## src/rtl/pc_stack_unit.sv

```systemverilog
// Program counter with a return-address stack for call/return control flow.
// Define PC_STACK_CHECK_EN for sticky overflow/underflow detection; otherwise the stack is circular.
module pc_stack_unit #(
    parameter int PC_WIDTH     = 12,
    parameter int OFFSET_WIDTH = 8,
    parameter int STACK_DEPTH  = 8
) (
    input  logic                    clk,
    input  logic                    rst,
    input  logic                    sel_PC_src_plus1,
    input  logic                    sel_PC_src_offset,
    input  logic                    sel_PC_src_const,
    input  logic                    sel_PC_src_stack,
    input  logic                    push_stack,
    input  logic                    pop_stack,
    input  logic [OFFSET_WIDTH-1:0] offset,
    input  logic [PC_WIDTH-1:0]     jump_addr,
    output logic [PC_WIDTH-1:0]     pc,
    output logic                    stack_full,
    output logic                    stack_empty,
    output logic                    stack_err
);

    localparam int SP_W  = $clog2(STACK_DEPTH);
    localparam int OCC_W = SP_W + 1;

    logic [PC_WIDTH-1:0] stack_mem [STACK_DEPTH];
    logic [SP_W-1:0]     sp;
    logic [OCC_W-1:0]    occ;

    logic [PC_WIDTH-1:0] pc_plus1;
    logic [PC_WIDTH-1:0] offset_ext;
    logic [PC_WIDTH-1:0] stack_top;
    logic [PC_WIDTH-1:0] pc_next;
    logic [SP_W-1:0]     top_idx;
    logic                is_empty;
    logic                is_full;
    logic                push_only;
    logic                pop_only;
    logic                wr_en;
    logic                sp_inc;
    logic                occ_inc;
    logic                pop_ok;

    assign pc_plus1   = pc + PC_WIDTH'(1);
    assign offset_ext = PC_WIDTH'($signed(offset));
    assign top_idx    = sp - SP_W'(1);
    assign is_empty   = (occ == '0);
    assign is_full    = (occ == OCC_W'(STACK_DEPTH));
    // An empty stack returns to address 0 rather than stale contents.
    assign stack_top  = is_empty ? '0 : stack_mem[top_idx];

    assign push_only = push_stack & ~pop_stack;
    assign pop_only  = pop_stack & ~push_stack;
    assign pop_ok    = pop_only & ~is_empty;

`ifdef PC_STACK_CHECK_EN
    logic err_q;
    logic err_set;

    assign wr_en   = push_only & ~is_full;
    assign sp_inc  = wr_en;
    assign occ_inc = wr_en;
    assign err_set = (push_stack & pop_stack) | (push_only & is_full) | (pop_only & is_empty);

    always_ff @(posedge clk or posedge rst) begin
        if (rst) begin
            err_q <= 1'b0;
        end else if (err_set) begin
            err_q <= 1'b1;
        end
    end

    assign stack_err = err_q;
`else
    // A push while full overwrites the oldest slot; occupancy saturates.
    assign wr_en     = push_only;
    assign sp_inc    = push_only;
    assign occ_inc   = push_only & ~is_full;
    assign stack_err = 1'b0;
`endif

    always_comb begin
        pc_next = pc;
        if (sel_PC_src_stack) begin
            pc_next = stack_top;
        end else if (sel_PC_src_const) begin
            pc_next = jump_addr;
        end else if (sel_PC_src_offset) begin
            pc_next = pc + offset_ext;
        end else if (sel_PC_src_plus1) begin
            pc_next = pc_plus1;
        end
    end

    always_ff @(posedge clk or posedge rst) begin
        if (rst) begin
            pc  <= '0;
            sp  <= '0;
            occ <= '0;
        end else begin
            pc <= pc_next;
            if (sp_inc) begin
                sp <= sp + SP_W'(1);
            end else if (pop_ok) begin
                sp <= sp - SP_W'(1);
            end
            if (occ_inc) begin
                occ <= occ + OCC_W'(1);
            end else if (pop_ok) begin
                occ <= occ - OCC_W'(1);
            end
        end
    end

    // Entries are not reset; occupancy alone decides which ones are live.
    always_ff @(posedge clk) begin
        if (wr_en) begin
            stack_mem[sp] <= pc_plus1;
        end
    end

    assign stack_full  = is_full;
    assign stack_empty = is_empty;

endmodule

```

## config.mk

```make
export PLATFORM = sky130hd
export DESIGN_NAME = pc_stack_unit
export DESIGN_NICKNAME = d
export VERILOG_FILES = /design/src/rtl/pc_stack_unit.sv
export SDC_FILE = /design/constraint.sdc
export NUM_CORES = 1
export LEC_CHECK = 0
export CORE_MARGIN = 3
export CORE_UTILIZATION = 63
export DETAILED_ROUTE_END_ITERATION = 7
export PLACE_DENSITY_LB_ADDON = 0.12
export SLEW_MARGIN = 20
export SYNTH_ARGS = -nofsm -noshare
export SYNTH_HDL_FRONTEND = slang
export SYNTH_SLANG_ARGS = --single-unit
```

## constraint.sdc

```tcl
create_clock -name clk -period 4.5 [get_ports clk]
set_input_delay 0.9 -clock clk [delete_from_list [all_inputs] [get_ports clk]]
set_output_delay 0.9 -clock clk [all_outputs]
set_load 0.005 [all_outputs]
```

==> results of run 1 <==
-- worst max-delay path: cells and delay by family --
kind            cells  cell delay (ps)
simple gates        4              880
compound gates      4              850
buf+inv             1              620
fa+ha+maj           1              290
-- logic make-up after synthesis --
family | after synthesis | share of synthesized area [%]
compound gates | 72 | 8.500
flops | 115 | 59.72
other cells | 1 | 0.06669
simple gates | 95 | 8.367
mux | 41 | 12.68
xor+xnor | 23 | 3.582
fa+ha+maj | 18 | 4.272
buf+inv | 34 | 2.804
-- through the flow --
step | hold slack [ps] | utilization, % | total power (W)
2_1_floorplan | 493.8 | - | 0.003009
3_3_place_gp | 529.8 | 73.43 | 0.003549
3_5_place_dp | 531.1 | 73.43 | 0.003598
4_1_cts | 540.8 | 80.05 | 0.004901
5_1_grt | 580.7 | 80.05 | 0.005133
6_report | 547.7 | 80.05 | 0.004886
-- worst paths after layout --
check,cells after the start,end,slack (ps)
setup / recovery,10,occ[3]$_DFFE_PP0P_,1410
hold / removal,1,occ[3]$_DFFE_PP0P_,550
setup reg to reg,9,pc[11]$_DFFE_PP0P_,1630
hold reg to reg,1,occ[3]$_DFFE_PP0P_,550
max in group asynchronous,2,sp[0]$_DFFE_PP0P_,3140
min in group asynchronous,2,occ[2]$_DFFE_PP0P_,830
-- layout make-up --
type | count | area, sq um
sequential | 115 | 3359
multi-input combinational | 250 | 2148
fill | 469 | 1680
timing repair buffer | 52 | 493.0
clock buffer | 18 | 417.9
clock inverter | 14 | 140.1
tap | 105 | 131.4
inverter | 14 | 52.55
-- registers in the layout, summed over array words and instances (netlist names) --
register and cells:
stack_mem 96, pc 12, sp 3, occ 4
-- per-layer routing --
layer | up-vias | wire (um)
li1 | 1635 | -
met4 | 0 | 341
met1 | 1827 | 4897
met5 | - | 0
met3 | 41 | 912
met2 | 185 | 6647
-- power by group through the flow --
stage / Sequential (W) / Clock, W / Combinational, W
after floorplan: 0.00163 / 0 / 0.00138
after global placement: 0.00169 / 0 / 0.00186
after detailed placement: 0.00170 / 0 / 0.00190
after CTS: 0.00168 / 0.00126 / 0.00196
after global routing: 0.00171 / 0.00130 / 0.00212
final: 0.00169 / 0.00125 / 0.00194
-- cell usage after synthesis (all sizes together), types with 2 or more instances --
cell type and number:
a21boi 2, a21o 2, a21oi 19, a31oi 2, and2 2, and3 2, and4 2, buf 10
clkbuf 10, dfrtp 19, edfxtp 96, fa 2, ha 16, inv 14, mux2 2, mux2i 15
mux4 24, nand2 20, nand2b 5, nand3 8, nand3b 2, nor2 31, nor2b 5, nor3 7
nor4 4, o211ai 2, o21a 6, o21ai 18, o221ai 4, o22a 2, o22ai 2, o31a 2
o32a 3, o32ai 3, or3 3, xnor2 13, xor2 10
==> results list, run 1 <==
- Net count of the mapped netlist: about 450
* Number of top-level design ports: 43
* IR Drop Worst-Case VDD: approximately 460 uV
- Number of vias per cell after detailed routing: roughly 6.5
* Worst r2r src: sp[1]$_DFFE_PP0P_
- The HPWL after detailed placement is between 8 and 9 mm.
- Vias in the first global route: 3826
* Peak fanout along the critical path: 11
* Number of DRC violations after detailed-routing iteration 0: 241
- Synth top area cells: sky130_fd_sc_hd__edfxtp_1, sky130_fd_sc_hd__mux4_2, sky130_fd_sc_hd__dfrtp_1
* Final nets: approximately 500
- Buffers placed on the I/O ports in this run total just over 40.
- Derived from the worst setup path, the maximum achievable clock frequency is 323.8 MHz.
- Global routing finished with a remaining overflow of 0.
- Once placement finished, the instance area stood at between 0.006 and 0.007 sq mm.
* Number of instances resized during post-cts repair: 0
- Site Rows: 33
- In this run the vertical extent of the chip is approximately 100 um.
* Syn Inst Count: roughly 400
* Finished layout cell area: between 0.006 and 0.007 sq mm
- Once detail routing completed, the nets flagged for antenna violations numbered 0.
* Outcome: finished, final reports clean
* Total die area: roughly 0.01 sq mm
* Final worst path period share: 68.64%
- After clock tree synthesis, the clock-pin slew on the worst setup and hold paths is 60 ps.
- Initial cell density of the core: between 60% and 70%
* Ratio of cells with drive above 1 in the final layout: between 10% and 20%
- After detailed routing, the total wire length is about 13 mm.
- Die width: 100.5 um
- Clock Power Share: about a quarter
* Power Internal: ~0.0032 W
- Seq pwr share: 34.6%
* Antenna fix cells: 0
* Sw frac: about a third
* Number of detailed-route iterations in the first pass: 5
- Number of placed instances, taps included: ~540
- Summed over its instances, the top area cell type makes up between 50% and 60% of the synthesized netlist area.
* Unique masters post-synth: 54
* CP max stage delay: about 620 ps
* Number of synthesized flops with an enable pin: 96
- Critical path launch point: pop_stack
* RD Place Congestion: 0.8627
- Global routing used between 20 and 30% of the available tracks across all layers.
- Leaving out fill and tap cells, the most frequent cells in the layout are sky130_fd_sc_hd__edfxtp_1, sky130_fd_sc_hd__clkdlybuf4s50_1, sky130_fd_sc_hd__nor2_1, sky130_fd_sc_hd__mux4_2, sky130_fd_sc_hd__nand2_1.
- Summing the sequential cell areas from Yosys gives 59.72% of the chip area.
- In this design, the critical path's most frequently occurring cell is sky130_fd_sc_hd__a21oi_1.
- Wire per inst: ~23 um
* Critical Setup Path Class: primary input to register
- At the pin with the least slew margin, the transition time is around 1000 ps.
- For this run, design rule violations remaining after detail routing come to 0.
* Busiest metal layer after global routing: met2
* Crit path DAT: 3530 ps
- Prior to clock tree synthesis, the placed netlist has a worst setup slack of about 900 ps.
- Of the total power, combinational logic draws between 30 and 40%.
* Critical-path cell list: clkdlybuf4s50_1 > nand2b_1 > or2_2 > ha_1 > a21o_1 > a21oi_1 > nand2_1 > o32ai_1 > nor2_1 > a21oi_1
- Mean instance size in the synthesized netlist: ~14 sq um
- Pwr Density: around 720 mW/mm^2
- Startpoint of the most critical hold path: occ[3]$_DFFE_PP0P_
* Hold violation count in the final report: 0
- Library cell occupying the most area in the post-synthesis netlist: sky130_fd_sc_hd__edfxtp_1
- In the final timing run, aggregate negative setup slack is 0 ps.
* First-pass GRT wire length: ~20 mm
- The mapped netlist covers 0.005623 sq mm.
* Insertion delay of the later-clocked pin in the worst-skew pair: ~510 ps
- Hold Crit Class: register to register
- For this run, the leading register cell type out of synthesis is sky130_fd_sc_hd__edfxtp_1.
- The H-tree was split into 4 levels.
- Minimum setup slack in the final design: 1411 ps
- In this run, CTS created clock tree buffers numbering 17.
* Grt met1 use: approximately 36%
* Finished Layout Cells: ~570
* Met3 Track Usage GR: 7.197%
* Count of state elements after synthesis: roughly 120
- WP data required: 4940 ps
- The tool flagged a number of max-cap violations equal to 0.
- Sw Pwr: roughly 0.0017 W
- Final count of pins violating max slew: 0
- Among all stages on the critical path, the largest delay is contributed by sky130_fd_sc_hd__clkdlybuf4s50_1.
- From synthesis to final layout, the design area changed by 19.92%.
- For this run, the number of Yosys warnings is 0.
- In this run the static leakage power is around 2.4 nW.
- Worst Clk Skew: about 7.4 ps
- Overall via count from detail_route: between 3000 and 4000
* Clock Sinks: 115
- Counting along the longest clock path gives a buffer depth of 2.
* CTS tree: done
* Rel. slew slack: 33.98%
- Pin count of the biggest net entering global routing: 32
* Post CTS Setup Buffer Count: 0
- The clock period could shrink to 3089 ps.
- For this run, global-route usage on met2 was measured as between 40% and 50%.
* Unrepaired setup endpoints after global routing: false
* CP Capture Type: register
- Setup Viol. Count Final: 0
* Hold buffer count at cts: 0
* Buffer type at the clock tree root: sky130_fd_sc_hd__clkbuf_8
- Async set-reset flop share out of synthesis: around 17%
- STA classifies the critical path startpoint as a primary input.
- The number of antenna violations at the first check in global routing is 0.
* Floorplan core area: around 0.0084 sq mm
* Leading cell type in the layout, fill and taps excluded: sky130_fd_sc_hd__edfxtp_1
Note: power is estimated with default switching activity, not from simulation.
==> run 2: changes to the inputs <==
CORE_UTILIZATION = 58   (was 63)
clock period = 3 ns   (was 4.5 ns; I/O delays follow)
==> run 2 against run 1 <==
  * Total power increased by 52%
  * Critical endpoint is now stack_full
  * Worst hold slack improved by 8.4 ps
  * Combinational power increased by 56%
  * Routed wire length increased by 4.0%
  * Clock skew increased by 2.6 ps
  * Critical path type is now register to primary output
==> results list, run 2 (synthesis results as in run 1) <==
* Finished layout cell area: 0.006905 sq mm (+2.4%)
- Based on the critical path, the design can be clocked at up to between 300 and 400 MHz.
* Worst Clk Skew: 10.02 ps (+2.629 ps)
- The filler cell count in the final layout was 601 (+28%).
* Post-detailed-placement cell area: 0.006342 sq mm (+2.5%)
* Number of DRC violations after detailed-routing iteration 0: 263 (+9.1%)
- The total of endpoints with negative setup slack in the final report is 0 (unchanged).
- TritonCTS built the clock tree.
- Clock-pin slew on the worst setup and hold paths: 60 ps (about the same)
* Total die area: 0.01091 sq mm (+8.1%)
- Floorplan core area: 0.009328 sq mm (+11%)
* Count of max-cap constraint violations: 0 (unchanged)
- The number of antenna violations at the first check in global routing came to 0 (unchanged).
- Vias in the first global route: 3850 (+0.63%)
- The detailed-router iteration count before antenna repair came to 5 (unchanged).
- The effective utilization at floorplan was 60.28% (-6.5 points).
- Number of input and output port buffers inserted: 41 (unchanged)
- The I/O pin count is 43 (unchanged).
* Global route total overflow: 0 (unchanged)
- The half-perimeter wire length of the detailed placement result came to 8.824 mm (+10%).
- STA classifies the critical path endpoint as a primary output.
- The worst setup path is of the register to primary output kind.
- The maximum number of buffers from clock root to sink came to 2 (unchanged).
* Remaining DRCs: 0 (unchanged)
* Number of CTS-inserted buffers: 17 (unchanged)
- WP data required: 2400 ps (-2540 ps)
* Insertion delay of the later-clocked pin in the worst-skew pair: 510 ps (about the same)
- The worst setup path is launched from a register.
* Pwr Density: 1078 mW/mm^2 (+49%)
- The fraction of final layout cells sized beyond drive strength 1 came to 20.63% (+3.1 points).
* Post CTS Setup Buffer Count: 0 (unchanged)
- Clock Sinks: 115 (unchanged)
- Overall via count from detail_route: 3746 (+1.6%)
* RD Place Congestion: 0.8800 (+2.0%)
- Minimum setup slack in the final design: 377.5 ps (-1034 ps)
- Final worst path period share: a little under 90%
- Transition time at the pin with the least slew margin: 859.0 ps (-124.6 ps)
- Site Rows: 35 (+6.1%)
- In the final layout, the registers with the most flip-flops are stack_mem: 96 flops, pc: 12 flops, occ: 4 flops.
- Antenna fix cells: 0 (unchanged)
- The layout net count was 513 (+3.4%).
- The post-cts resize count was 0 (unchanged).
- Place WS: 35.12 ps (-884.2 ps)
* CTS HTree Levels: 4 (unchanged)
- Setup repair after global routing left no endpoint under its margin.
- Hold buffer count at cts: 0 (unchanged)
* P&R area growth vs syn: 22.81%
* Final Power: 0.007444 W (+52%)
- stack_mem holds more flip-flops than any other register.
- Setup total negative slack: 0 ps (unchanged)
- The path class of the tightest hold or removal check is primary input to asynchronous set/reset pin.
- The final core area utilization came to 74.03% (-6.0 points).
* Peak fanout along the critical path: 5 (-6)
- The width of the die is 104.5 um (+4.0%).
- The number of pins exceeding their max-slew limit in the final report is 0 (unchanged).
- The global-route wire length before repair came to 20.97 mm (+2.8%).
* Pin count of the biggest net entering global routing: 21 (-34%)
* Crit path DAT: 2020 ps (-1510 ps)
- IR Drop Worst-Case VDD: 523.7 uV (+14%)
- Final WL: 13.31 mm (+4.0%)
* Wire per inst: 21.85 um (-3.0%)
* Die Ht: 104.5 um (+4.0%)
- The library cell used most frequently in the layout, excluding fill and tap cells, is sky130_fd_sc_hd__edfxtp_1.
- Rel. slew slack: 42.32% (+8.3 points)
- The number of flip-flops under the largest register name was 96 (unchanged).
- Hold violation count in the final report: 0 (unchanged)
- Overall Global Routing Usage: 25.55% (-2.3 points)
- Time the worst path needs with I/O delays and setup: approximately 2600 ps
* Outcome: finished, final reports clean
- Number of antenna-violating nets in the routed design: 0 (unchanged)
* Buffer type at the clock tree root: sky130_fd_sc_hd__clkbuf_8
* Most frequent cells in the layout: sky130_fd_sc_hd__edfxtp_1, sky130_fd_sc_hd__clkdlybuf4s50_1, sky130_fd_sc_hd__nor2_1, sky130_fd_sc_hd__buf_4, sky130_fd_sc_hd__mux4_2
- The ratio of routed vias to standard cells is 6.151 (-5.3%).
- LEAKAGE: 2.510 nW (+4.1%)
run 2: cell types whose count changed in the layout (fill, tap and decap cells not counted), sizes merged:
cell / delta
buf: +17
inv: +7
clkinvlp: -4
bufinv: -1
clkbuf: -1
clkinv: -1
run 2: critical path: stages (launching register included):
cell	delay (ps)
sky130_fd_sc_hd__dfrtp_1	440
sky130_fd_sc_hd__nor3_1	360
sky130_fd_sc_hd__and2_1	210
sky130_fd_sc_hd__clkdlybuf4s50_1	510
run 2: area by class of cell:
type	count	area [sq um]	share of cell area, %
clock inverter	15	148.9	2.156
inverter	14	52.55	0.7610
tap	129	161.4	2.337
multi-input combinational	250	2148	31.11
clock buffer	17	414.1	5.997
timing repair buffer	69	620.6	8.987
sequential	115	3359	48.65
run 2: final timing paths:
kind | startpoint | end | slack (ps) | cells after the start
min in group clk | occ[3]$_DFFE_PP0P_ | occ[3]$_DFFE_PP0P_ | 580 | 1
worst min-delay path | rst | pc[2]$_DFFE_PP0P_ | 560 | 2
worst max-delay path | occ[0]$_DFFE_PP0P_ | stack_full | 380 | 3
worst max register to register | sp[1]$_DFFE_PP0P_ | pc[11]$_DFFE_PP0P_ | 400 | 9
worst min register to register | occ[3]$_DFFE_PP0P_ | occ[3]$_DFFE_PP0P_ | 580 | 1
max in group asynchronous | rst | sp[0]$_DFFE_PP0P_ | 1860 | 2
run 2: per-layer routing:
layer / vias to the layer above / GRT usage (%) / share of wire (%)
met3: 30 / 7.821 / 7.1
li1: 1681 / - / -
met1: 1857 / 30.20 / 39
met5: - / 0 / 0
met4: 0 / 11.11 / 2.4
met2: 178 / 43.22 / 52
run 2: power breakdown:
group / switching, W / internal (W) / total [W]
clock: 0.000777 / 0.00112 / 0.00190
combinational: 0.00161 / 0.00141 / 0.00302
sequential: 0.000289 / 0.00224 / 0.00253
total: 0.00268 / 0.00477 / 0.00744
run 2: stage by stage:
| step | hold WS [ps] | cells |
|---|---|---|
| after floorplan | 493.8 | 399 |
| after global placement | 526.1 | 577 |
| after detailed placement | 566.9 | 577 |
| after CTS | 565.4 | 609 |
| after global routing | 604.6 | 609 |
| final | 556.1 | 609 |
